===== src/rtl/lcd_pkg.sv =====
// Shared definitions for the HD44780 responder: opcode masks, DDRAM layout,
// bus-capture record, control-state record and address helpers.
package lcd_pkg;

    // Shadow geometry: two visible lines of sixteen characters each
    localparam int LINE_LEN     = 16;
    localparam int SHADOW_DEPTH = 32;
    localparam int SHADOW_AW    = 5;

    // DDRAM line bases and the two-line wrap points of the address counter
    localparam logic [6:0] LINE1_BASE = 7'h00;
    localparam logic [6:0] LINE2_BASE = 7'h40;
    localparam logic [6:0] WRAP_LINE1 = 7'h27;
    localparam logic [6:0] WRAP_LINE2 = 7'h67;

    localparam logic [7:0] BLANK_CHAR = 8'h20;

    // Instruction opcode masks and values, decoded from the MSB down
    localparam logic [7:0] MASK_DDRAM = 8'h80, VAL_DDRAM = 8'h80;
    localparam logic [7:0] MASK_CGRAM = 8'hC0, VAL_CGRAM = 8'h40;
    localparam logic [7:0] MASK_FUNC  = 8'hE0, VAL_FUNC  = 8'h20;
    localparam logic [7:0] MASK_SHIFT = 8'hF0, VAL_SHIFT = 8'h10;
    localparam logic [7:0] MASK_DISP  = 8'hF8, VAL_DISP  = 8'h08;
    localparam logic [7:0] MASK_ENTRY = 8'hFC, VAL_ENTRY = 8'h04;
    localparam logic [7:0] MASK_HOME  = 8'hFE, VAL_HOME  = 8'h02;
    localparam logic [7:0] MASK_CLEAR = 8'hFF, VAL_CLEAR = 8'h01;

    typedef enum logic [3:0] {
        OP_NOP,
        OP_CLEAR,
        OP_HOME,
        OP_ENTRY,
        OP_DISPLAY,
        OP_SHIFT,
        OP_FUNC,
        OP_CGRAM,
        OP_DDRAM
    } lcd_op_e;

    typedef enum logic {
        FILL_IDLE,
        FILL_RUN
    } fill_state_e;

    // One sampled snapshot of the LCD bus
    typedef struct packed {
        logic       e;
        logic       rs;
        logic       rw;
        logic [7:0] data;
    } lcd_bus_t;

    // Architectural state visible to the writer
    typedef struct packed {
        logic [6:0] ac;
        logic       disp_on;
        logic       cur_on;
        logic       blink_on;
        logic       entry_inc;
        logic       entry_shift;
        logic       func_8bit;
        logic       func_2line;
        logic       initialized;
        logic       cg_mode;
        logic       err_busy;
        logic       err_read;
    } lcd_ctrl_t;

    localparam lcd_ctrl_t CTRL_RESET = '{
        ac:          7'h00,
        disp_on:     1'b0,
        cur_on:      1'b0,
        blink_on:    1'b0,
        entry_inc:   1'b1,
        entry_shift: 1'b0,
        func_8bit:   1'b0,
        func_2line:  1'b0,
        initialized: 1'b0,
        cg_mode:     1'b0,
        err_busy:    1'b0,
        err_read:    1'b0
    };

    // Classify an instruction byte; the first matching mask from the MSB wins
    function automatic lcd_op_e decode_op(input logic [7:0] d);
        lcd_op_e op;
        op = OP_NOP;
        if      ((d & MASK_DDRAM) == VAL_DDRAM) op = OP_DDRAM;
        else if ((d & MASK_CGRAM) == VAL_CGRAM) op = OP_CGRAM;
        else if ((d & MASK_FUNC)  == VAL_FUNC)  op = OP_FUNC;
        else if ((d & MASK_SHIFT) == VAL_SHIFT) op = OP_SHIFT;
        else if ((d & MASK_DISP)  == VAL_DISP)  op = OP_DISPLAY;
        else if ((d & MASK_ENTRY) == VAL_ENTRY) op = OP_ENTRY;
        else if ((d & MASK_HOME)  == VAL_HOME)  op = OP_HOME;
        else if ((d & MASK_CLEAR) == VAL_CLEAR) op = OP_CLEAR;
        return op;
    endfunction

    // Two-line address counter step; out-of-range addresses step plainly mod 128
    function automatic logic [6:0] ac_step(input logic [6:0] ac, input logic inc);
        logic [6:0] nxt;
        if (inc) begin
            if      (ac == WRAP_LINE1) nxt = LINE2_BASE;
            else if (ac == WRAP_LINE2) nxt = LINE1_BASE;
            else                       nxt = ac + 7'd1;
        end else begin
            if      (ac == LINE1_BASE) nxt = WRAP_LINE2;
            else if (ac == LINE2_BASE) nxt = WRAP_LINE1;
            else                       nxt = ac - 7'd1;
        end
        return nxt;
    endfunction

    // True when the address falls in the first sixteen cells of either line
    function automatic logic ac_visible(input logic [6:0] ac);
        return ((ac & 7'h70) == LINE1_BASE) || ((ac & 7'h70) == LINE2_BASE);
    endfunction

    // Shadow index of a visible address: line select in bit 4, column below
    function automatic logic [SHADOW_AW-1:0] ac_index(input logic [6:0] ac);
        return {ac[6], ac[3:0]};
    endfunction

endpackage


===== src/rtl/lcd_ddram_buf.sv =====
// 32x8 shadow of the visible DDRAM cells: one write port, one registered read
// port, and a sequencer that blanks every cell after reset or on request.
module lcd_ddram_buf
    import lcd_pkg::*;
(
    input  logic                 clk,
    input  logic                 rst,
    input  logic                 fill_start,
    input  logic                 we,
    input  logic [SHADOW_AW-1:0] waddr,
    input  logic [7:0]           wdata,
    input  logic [SHADOW_AW-1:0] raddr,
    output logic [7:0]           rdata,
    output logic                 filling
);

    logic [7:0]           mem [SHADOW_DEPTH];
    fill_state_e          state, state_nxt;
    logic [SHADOW_AW-1:0] fill_idx, fill_idx_nxt;

    // Fill sequencer state register; reset starts a fill immediately
    always_ff @(posedge clk or negedge rst) begin
        if (!rst) begin
            state    <= FILL_RUN;
            fill_idx <= '0;
        end else begin
            // NOTE: sequential state uses non-blocking assignments so every register samples pre-edge values.
            state    <= state_nxt;
            fill_idx <= fill_idx_nxt;
        end
    end

    // Fill sequencer next state: walk all 32 cells once, then idle
    always_comb begin
        // NOTE: every output of a combinational block gets a default first, so no path can infer a latch.
        state_nxt    = state;
        fill_idx_nxt = fill_idx;
        case (state)
            FILL_IDLE: begin
                if (fill_start) begin
                    state_nxt    = FILL_RUN;
                    fill_idx_nxt = '0;
                end
            end
            FILL_RUN: begin
                fill_idx_nxt = fill_idx + 5'd1;
                if (fill_idx == 5'(SHADOW_DEPTH - 1)) state_nxt = FILL_IDLE;
            end
            default: state_nxt = FILL_IDLE;
        endcase
    end

    assign filling = (state == FILL_RUN);

    // Storage write port; the blanking fill has priority over character writes
    always_ff @(posedge clk) begin
        // NOTE: the array has no reset term so it maps onto RAM; the fill sequencer blanks it instead.
        if (filling)  mem[fill_idx] <= BLANK_CHAR;
        else if (we)  mem[waddr]    <= wdata;
    end

    // Registered read port, one cycle of latency
    always_ff @(posedge clk or negedge rst) begin
        if (!rst) rdata <= '0;
        else      rdata <= mem[raddr];
    end

endmodule


===== src/rtl/lcd_hd44780_responder.sv =====
// HD44780-compatible bus responder: captures E-strobed transactions, decodes
// the instruction set, keeps a shadow of the visible text and models busy time.
module lcd_hd44780_responder
    import lcd_pkg::*;
#(
    parameter int BUSY_CMD_CYC = 37,
    parameter int BUSY_CLR_CYC = 1520
) (
    input  logic       clk,
    input  logic       rst,
    input  logic       lcd_e,
    input  logic       lcd_rs,
    input  logic       lcd_rw,
    input  logic [7:0] lcd_data,
    input  logic [4:0] rd_addr,
    output logic [7:0] rd_char,
    output logic [6:0] cursor,
    output logic       disp_on,
    output logic       cur_on,
    output logic       blink_on,
    output logic       entry_inc,
    output logic       entry_shift,
    output logic       func_8bit,
    output logic       func_2line,
    output logic       initialized,
    output logic       busy,
    output logic       upd,
    output logic       err_busy,
    output logic       err_read
);

    localparam int CNT_W = $clog2(BUSY_CLR_CYC + 1);

    lcd_bus_t             s1, s2;
    logic                 strobe;
    lcd_op_e              op;
    lcd_ctrl_t            ctrl_q, ctrl_d;
    logic                 upd_d;
    logic [CNT_W-1:0]     busy_cnt, busy_d;
    logic                 buf_we;
    logic [SHADOW_AW-1:0] buf_waddr;
    logic                 fill_start;
    logic                 filling;

    // Two-stage capture of the bus; s2 holds the last E-high sample at the falling edge
    always_ff @(posedge clk or negedge rst) begin
        if (!rst) begin
            s1 <= '0;
            s2 <= '0;
        end else begin
            s1 <= '{e: lcd_e, rs: lcd_rs, rw: lcd_rw, data: lcd_data};
            s2 <= s1;
        end
    end

    assign strobe = s2.e & ~s1.e;
    assign op     = decode_op(s2.data);
    assign busy   = (busy_cnt != '0) | filling;

    // Transaction decode, address stepping and busy-time bookkeeping
    always_comb begin
        ctrl_d     = ctrl_q;
        upd_d      = 1'b0;
        busy_d     = (busy_cnt != '0) ? busy_cnt - CNT_W'(1) : '0;
        buf_we     = 1'b0;
        buf_waddr  = ac_index(ctrl_q.ac);
        fill_start = 1'b0;
        if (strobe) begin
            if (s2.rw) begin
                ctrl_d.err_read = 1'b1;
            end else if (busy) begin
                // Dropped: the running busy count is left untouched
                ctrl_d.err_busy = 1'b1;
            end else if (s2.rs) begin
                busy_d = CNT_W'(BUSY_CMD_CYC);
                // Character-generator data has no shadow, so it is discarded outright
                if (!ctrl_q.cg_mode) begin
                    if (ac_visible(ctrl_q.ac)) begin
                        buf_we = 1'b1;
                        upd_d  = 1'b1;
                    end
                    ctrl_d.ac = ac_step(ctrl_q.ac, ctrl_q.entry_inc);
                end
            end else begin
                busy_d = CNT_W'(BUSY_CMD_CYC);
                case (op)
                    OP_DDRAM: begin
                        ctrl_d.ac      = s2.data[6:0];
                        ctrl_d.cg_mode = 1'b0;
                    end
                    OP_CGRAM: ctrl_d.cg_mode = 1'b1;
                    OP_FUNC: begin
                        ctrl_d.func_8bit  = s2.data[4];
                        ctrl_d.func_2line = s2.data[3];
                        if (s2.data[4]) ctrl_d.initialized = 1'b1;
                    end
                    OP_SHIFT: begin
                        // Display shifts do not change the shadow; only cursor moves act
                        if (!s2.data[3]) ctrl_d.ac = ac_step(ctrl_q.ac, s2.data[2]);
                    end
                    OP_DISPLAY: begin
                        ctrl_d.disp_on  = s2.data[2];
                        ctrl_d.cur_on   = s2.data[1];
                        ctrl_d.blink_on = s2.data[0];
                    end
                    OP_ENTRY: begin
                        ctrl_d.entry_inc   = s2.data[1];
                        ctrl_d.entry_shift = s2.data[0];
                    end
                    OP_HOME: begin
                        busy_d         = CNT_W'(BUSY_CLR_CYC);
                        ctrl_d.ac      = 7'h00;
                        ctrl_d.cg_mode = 1'b0;
                    end
                    OP_CLEAR: begin
                        busy_d           = CNT_W'(BUSY_CLR_CYC);
                        fill_start       = 1'b1;
                        ctrl_d.ac        = 7'h00;
                        ctrl_d.entry_inc = 1'b1;
                        ctrl_d.cg_mode   = 1'b0;
                    end
                    OP_NOP:  ;
                    default: ;
                endcase
            end
        end
    end

    // Control, pulse and busy-counter registers
    always_ff @(posedge clk or negedge rst) begin
        if (!rst) begin
            ctrl_q   <= CTRL_RESET;
            upd      <= 1'b0;
            busy_cnt <= '0;
        end else begin
            ctrl_q   <= ctrl_d;
            upd      <= upd_d;
            busy_cnt <= busy_d;
        end
    end

    lcd_ddram_buf u_buf (
        .clk        (clk),
        .rst        (rst),
        .fill_start (fill_start),
        .we         (buf_we),
        .waddr      (buf_waddr),
        .wdata      (s2.data),
        .raddr      (rd_addr),
        .rdata      (rd_char),
        .filling    (filling)
    );

    assign cursor      = ctrl_q.ac;
    assign disp_on     = ctrl_q.disp_on;
    assign cur_on      = ctrl_q.cur_on;
    assign blink_on    = ctrl_q.blink_on;
    assign entry_inc   = ctrl_q.entry_inc;
    assign entry_shift = ctrl_q.entry_shift;
    assign func_8bit   = ctrl_q.func_8bit;
    assign func_2line  = ctrl_q.func_2line;
    assign initialized = ctrl_q.initialized;
    assign err_busy    = ctrl_q.err_busy;
    assign err_read    = ctrl_q.err_read;

endmodule

===== config.mk =====
export PLATFORM = sky130hd
export DESIGN_NAME = lcd_hd44780_responder
export DESIGN_NICKNAME = d
export VERILOG_FILES = /design/src/rtl/lcd_pkg.sv /design/src/rtl/lcd_ddram_buf.sv /design/src/rtl/lcd_hd44780_responder.sv
export SDC_FILE = /design/constraint.sdc
export NUM_CORES = 1
export LEC_CHECK = 0
export CAP_MARGIN = 25
export CORE_ASPECT_RATIO = 1.2
export CORE_MARGIN = 8
export CORE_UTILIZATION = 50
export CTS_BUF_LIST = sky130_fd_sc_hd__clkbuf_4
export DETAILED_ROUTE_END_ITERATION = 8
export PLACE_DENSITY_LB_ADDON = 0.05
export SYNTH_ARGS = -nofsm -noshare
export SYNTH_HDL_FRONTEND = slang
export SYNTH_SLANG_ARGS = --single-unit

===== constraint.sdc =====
create_clock -name clk -period 3.1 [get_ports clk]
set_input_delay 0.465 -clock clk [delete_from_list [all_inputs] [get_ports clk]]
set_output_delay 0.465 -clock clk [all_outputs]
set_load 0.01 [all_outputs]

Word level (Yosys, flattened, before mapping)
Memories as Yosys holds them, arrays and structs flattened. A register that Yosys moved wholly into a read port is not among the register bits. Index checks and enable logic that the tools add are counted. W data, S select, Z words.

$add $sub $neg: 4. Multipliers: 0. Divide/modulo/power cells: 0. $lt $le $gt $ge: 0. Eq/ne operators: 23. Shift operators: 0. Multiplexer cells: 50. Bitwise operators: 7. Reduce and logical (&&, ||, !) cells: 20.

Operators with widths (number): $mux W11 (6); $mux W7 (9); $reduce_and A5 Y1 (5); $pmux W7 S3 (1); $mux W1 (20); $eq A4 B3 Y1 const B (4); $eq A7 B7 Y1 const B (2); $logic_not A7 Y1 (2); $mux W3 (4); $reduce_and A6 Y1 (2); $reduce_bool A11 Y1 (1); $sub A11 B1 Y11 const B (1); $mux W5 (2); $pmux W5 S2 (1); $eq A4 B1 Y1 const B (2); $eq A4 B2 Y1 const B (2); $eq A8 B1 Y1 const B (1); $mux W8 (1); $reduce_or A8 Y1 (1); $add A7 B1 Y7 const B (1); $eq A7 B1 Y1 const B (1); $eq A7 B6 Y1 const B (1); $sub A7 B1 Y7 const B (1); $eq A6 B1 Y1 const B (1); 23 further kinds (32).

Flip-flop bits (word level): 58. Bits in latches: 0. RAM bits: 256. ROM bits: 0. Input port bits: 18. Output and inout port bits: 27. Word-level logic and storage cells: 129. Memories: 1.

Memories: u_buf.mem (depth 32, bits a word 8, rd ports 1, clocked after memory_dff 1, wr ports 1, RTL line lcd_ddram_buf.sv:17) `logic [7:0] mem [SHADOW_DEPTH];`.

Depth between registers and ports, before layout
Word-level depth: 17. Gate-level depth with buffers: 9.

Modules after synthesis
A second synthesis with hierarchy kept.

Cell total of the unflattened synthesis: 722. Area total of the unflattened synthesis: 13269.0 um^2.

Modules (own cells, without submodules): lcd_ddram_buf (times used 1, cells an instance 466, area each 10617.7 um^2); lcd_hd44780_responder (times used 1, cells an instance 256, area each 2651.3 um^2).

Least setup slack after synthesis
OpenSTA, ideal clock, no wires.

Path kind: reg-to-reg. Start point: register u_buf.state, in the netlist u_buf.filling. End point: memory u_buf.mem[0][2], data pin. Data arrival time: 2697 ps. Required time: 2655 ps. Path slack: -42 ps. Cell stages (with the launch flop): 6. Buffers on the path: 2. Cell sequence: dfstp_2 clkbuf_1 or3_1 or2_0 buf_2 nor3_1.

Word-level cells in the longest chain between the ends: 9.

RTL lines: from (decl) (RTL line lcd_ddram_buf.sv:18) `fill_state_e state, state_nxt;`; from (signal assigned) (RTL line lcd_ddram_buf.sv:28) `state <= state_nxt;`; $or A1 B1 Y1 (RTL line lcd_hd44780_responder.sv:58) `assign busy = (busy_cnt != '0) | filling;`; $mux W1 (RTL line lcd_hd44780_responder.sv:71) `end else if (busy) begin`; $mux W1 (RTL line lcd_hd44780_responder.sv:69) `if (s2.rw) begin`; $mux W1 (RTL line lcd_hd44780_responder.sv:68) `if (strobe) begin`; $mux W1 (RTL line lcd_ddram_buf.sv:59) `else if (we) mem[waddr] <= wdata;`; $mux W1 (*) (RTL line lcd_ddram_buf.sv:58) `if (filling) mem[fill_idx] <= BLANK_CHAR;`; $mux W1 (implied by the code) (*) (RTL line lcd_ddram_buf.sv:59); $reduce_or A8 Y1 (no source line) (*); $mux W8 (no source line) (*); to (decl) (RTL line lcd_ddram_buf.sv:17).

Every way passes the cells marked *; elsewhere a longest branch is shown, timed or not.

Worst setup path after layout
Start point: register busy_cnt[9]. End point: output port busy.

Word-level cells in the longest chain between the ends: 2.

RTL lines: from (decl) (RTL line lcd_hd44780_responder.sv:39) `logic [CNT_W-1:0] busy_cnt, busy_d;`; from (signal assigned) (RTL line lcd_hd44780_responder.sv:138) `busy_cnt <= busy_d;`; $reduce_bool A11 Y1 (RTL line lcd_hd44780_responder.sv:58); $or A1 B1 Y1 (RTL line lcd_hd44780_responder.sv:58); to (decl) (RTL line lcd_hd44780_responder.sv:26) `output logic busy,`.

No other way between the ends.

==> key figures <==
GRT
  • Vias in the first global route: 8098
  • Total GRT Usage: 19.6%
  • Largest net degree at the start of global routing: 65
  • GR Overflow Total: 0
  • First-pass GRT wire length: 47.3 mm
  • Antenna violations before repair: 1

Placed design
  • Post-DP Area: 14400 µm²
  • Post-DP HPWL: 19.8 mm
  • GP Congestion: 0.922
  • Port bufs: 44

STA
  • Relative slew slack: 44.4%
  • Worst clock skew: 0.0651 ns
  • Setup TNS: 0 ns
  • Final hold slack: 0.196 ns
  • Worst slew pin tran: 0.834 ns
  • Tmin final: 2.94 ns
  • Final Hold Viols: 0
  • # setup viols final: 0
  • Slew Limit Fails: 0
  • RSZ-0062 raised after global routing: no
  • Tcrit/Tclk final: 95.0%
  • Achievable Freq: 340 MHz

Routing
  • # DRC: 0
  • Avg WL per Cell: 23.7 µm
  • DRT antenna net count: 0
  • DRT iter0 DRCs: 533
  • Final wirelength: 30.4 mm
  • Avg Vias per Cell: 5.87
  • Vias: 7537
  • TritonRoute pass-1 iters: 5

Worst setup path
  • Worst-path cell chain: nor4_4 > and2_2 > nor2b_4 > nand2b_1 > clkdlybuf4s50_1
  • CP delay by family, top: simple AND/OR/NAND/NOR gates
  • Worst Setup Start Kind: register
  • Worst path required time: 2.63 ns
  • CP endpoint kind: output pin
  • Critical Path AT: 2.48 ns
  • Slowest cell on crit path: clkdlybuf4s50_1
  • Crit path kind: register to output pin
  • Max incr delay on CP: 0.49 ns
  • Worst Path Buf+Inv: 1
  • Worst-path maximum fanout: 6

Yosys
  • Asr flop ratio synth: 20.5%
  • Yosys warns: 0
  • Synthesized instance count: 744
  • Synth cell types: 66
  • Synthesis-stage register bit count: 322
  • Syn_nets: 768
  • Synth Flop Type: edfxtp_1
  • Netlist Area Pre-Place: 13300 µm²
  • Post-synth EDFFs: 256
  • Avg Cell Area, Syn: 17.8 µm²
  • Register area share after synthesis: 70.5%

Floorplan
  • Site row count: 65
  • Die Y: 194 µm
  • Starting density of the core: 50.6%
  • Die area: 32000 µm²
  • Chip Width: 165 µm
  • Io pins: 45
  • Core Area: 26200 µm²

Clock tree
  • Max clock buf depth: 3
  • CTS tree: built
  • Num CTS Buffers: 79
  • Reg clk slew, reported paths: 0.06 ns
  • Clk Latency, worst-skew pair: 0.72 ns
  • Root Buffer: clkbuf_4
  • CTS sink count: 322
  • CTS H-tree lvls: 3

Finish
  • Final Instance Area: 15500 µm²
  • Share of layout cells above drive strength 1: 32.9%
  • Area Overhead vs Synth: 16.6%
  • Reg area: 9340 µm²
  • FILL cells: 2066
  • Nets@finish: 911
  • Fin util: 59.0%
  • Multi-input logic area: 3700 µm²

Power and ir drop
  • Power density over cell area: 592 nW/µm²
  • Peak supply drop: 0.000400 V
  • Leakage: 0.00496 µW

Status
  • Run status: finished clean

Hold path
  • Hold Path Class: primary input to register

Flow run
  • Max-Cap Viols: 0
[timing repair]
item | CTS | global route
setup buffers | 0 | 2
endpoints found under the hold margin | 30 | 0
resized for setup | 2 | 3
setup endpoints to repair | 1 | 1
pin swaps | 0 | 0
hold buffers | 1 | 0
[cells in the mapped netlist (all sizes together) (3+ instances only)]
library cell,instances,area share (%)
a21o,3,0.17
a21oi,18,0.71
a31oi,12,0.79
and2,8,0.38
and3,6,0.28
buf,22,0.94
clkbuf,20,0.57
dfrtp,64,12
edfxtp,256,58
ha,6,0.57
inv,13,0.37
mux2,17,1.4
mux2i,5,0.38
mux4,80,14
nand2,19,0.54
nand2b,6,0.28
nand3,11,0.42
nor2,69,2.0
nor2b,3,0.14
nor3,21,0.99
nor4b,3,0.25
o21a,3,0.17
o21ai,20,0.76
o22ai,3,0.14
or3,4,0.19
xnor2,8,0.53
xor2,7,0.46
[placed cells by master (no fill, tap or decap), types with 3 or more instances in the layout]
| master | count |
|---|---|
| o21a_1 | 3 |
| xor2_1 | 7 |
| buf_12 | 3 |
| mux2i_1 | 5 |
| edfxtp_1 | 256 |
| inv_1 | 12 |
| nand3_1 | 11 |
| a21oi_1 | 17 |
| clkdlybuf4s50_1 | 41 |
| nand2_1 | 19 |
| o21ai_0 | 18 |
| ha_1 | 6 |
| clkinv_4 | 3 |
| mux2_2 | 17 |
| mux4_2 | 80 |
| clkinv_1 | 14 |
| o22ai_1 | 3 |
| nor3_2 | 6 |
| a21o_1 | 3 |
| or3_1 | 4 |
| nor2_1 | 68 |
| a31oi_1 | 10 |
| nor3_1 | 14 |
| dfrtp_1 | 64 |
| buf_4 | 57 |
| and2_1 | 7 |
| and3_1 | 6 |
| clkbuf_4 | 120 |
| nand2b_1 | 6 |
| inv_2 | 3 |
| xnor2_1 | 8 |
[per-stage QoR]
stage	power (µW)	instances	setup slack, ns
6_report	9150	1284	0.156
4_1_cts	9240	1281	0.00276
2_1_floorplan	5450	744	-0.0422
3_3_place_gp	5670	1138	0.382
5_1_grt	9580	1284	0.00580
3_5_place_dp	5710	1138	0.329
[flip-flops by register name, indices dropped and copies added, names as in the netlist, 5 cells and up]
register	count
busy_cnt	11
cursor	7
s1	11
s2	11
u_buf.fill_idx	5
u_buf.mem	256
u_buf.rdata	8
[worst paths after layout]
path | from | end | slack [ns] | depth (start not counted)
hold reg to reg | s1[4] | s2[4] | 0.35 | 0
min in group asynchronous | rst | busy_cnt[4] | 0.40 | 2
max in group asynchronous | rst | entry_inc | 1.94 | 3
setup / recovery | busy_cnt[9] | busy | 0.16 | 5
hold / removal | lcd_data[6] | s1[6] | 0.20 | 1
setup reg to reg | cursor[5] | u_buf.mem[26][0] | 0.27 | 7
[layout make-up]
type | count | area share [%]
tap | 335 | 2.71
clock buffer | 120 | 5.83
sequential | 322 | 60.4
timing repair buffer | 104 | 5.94
clock inverter | 22 | 0.834
multi-input combinational | 367 | 23.9
antenna | 1 | 0.0162
inverter | 13 | 0.316
[where the power goes]
group	leakage (µW)	switching, µW	internal [µW]
Clock	0.000613	1650	1860
Combinational	0.00155	442	354
Sequential	0.00280	133	4720
[per-layer routing]
metal	GRT usage (%)	part of all wire [%]	wire [µm]
met4	7.59	2.8	848
met5	0	0	0
met1	25.4	41	12600
met3	4.55	5.5	1680
met2	31.6	50	15300
[cell families after synthesis]
logic type / share of synthesized area [%]
and+or+nand+nor: 6.35
adders and majority gates: 0.566
AOI/OAI and AO/OA: 4.31
DFF: 70.5
muxes: 15.4
xor gates and xnor gates: 0.991
buffers and inverters: 1.88
[worst register-to-register path, cell delays in order (launching register included)]
cell and delay [ns]:
dfrtp_1 0.47, or4_4 0.56, nor3_4 0.42, buf_4 0.32, nand3_1 0.13, o22a_1 0.27
nor2_1 0.11, buf_4 0.22
(Power assumes the default switching activity.)
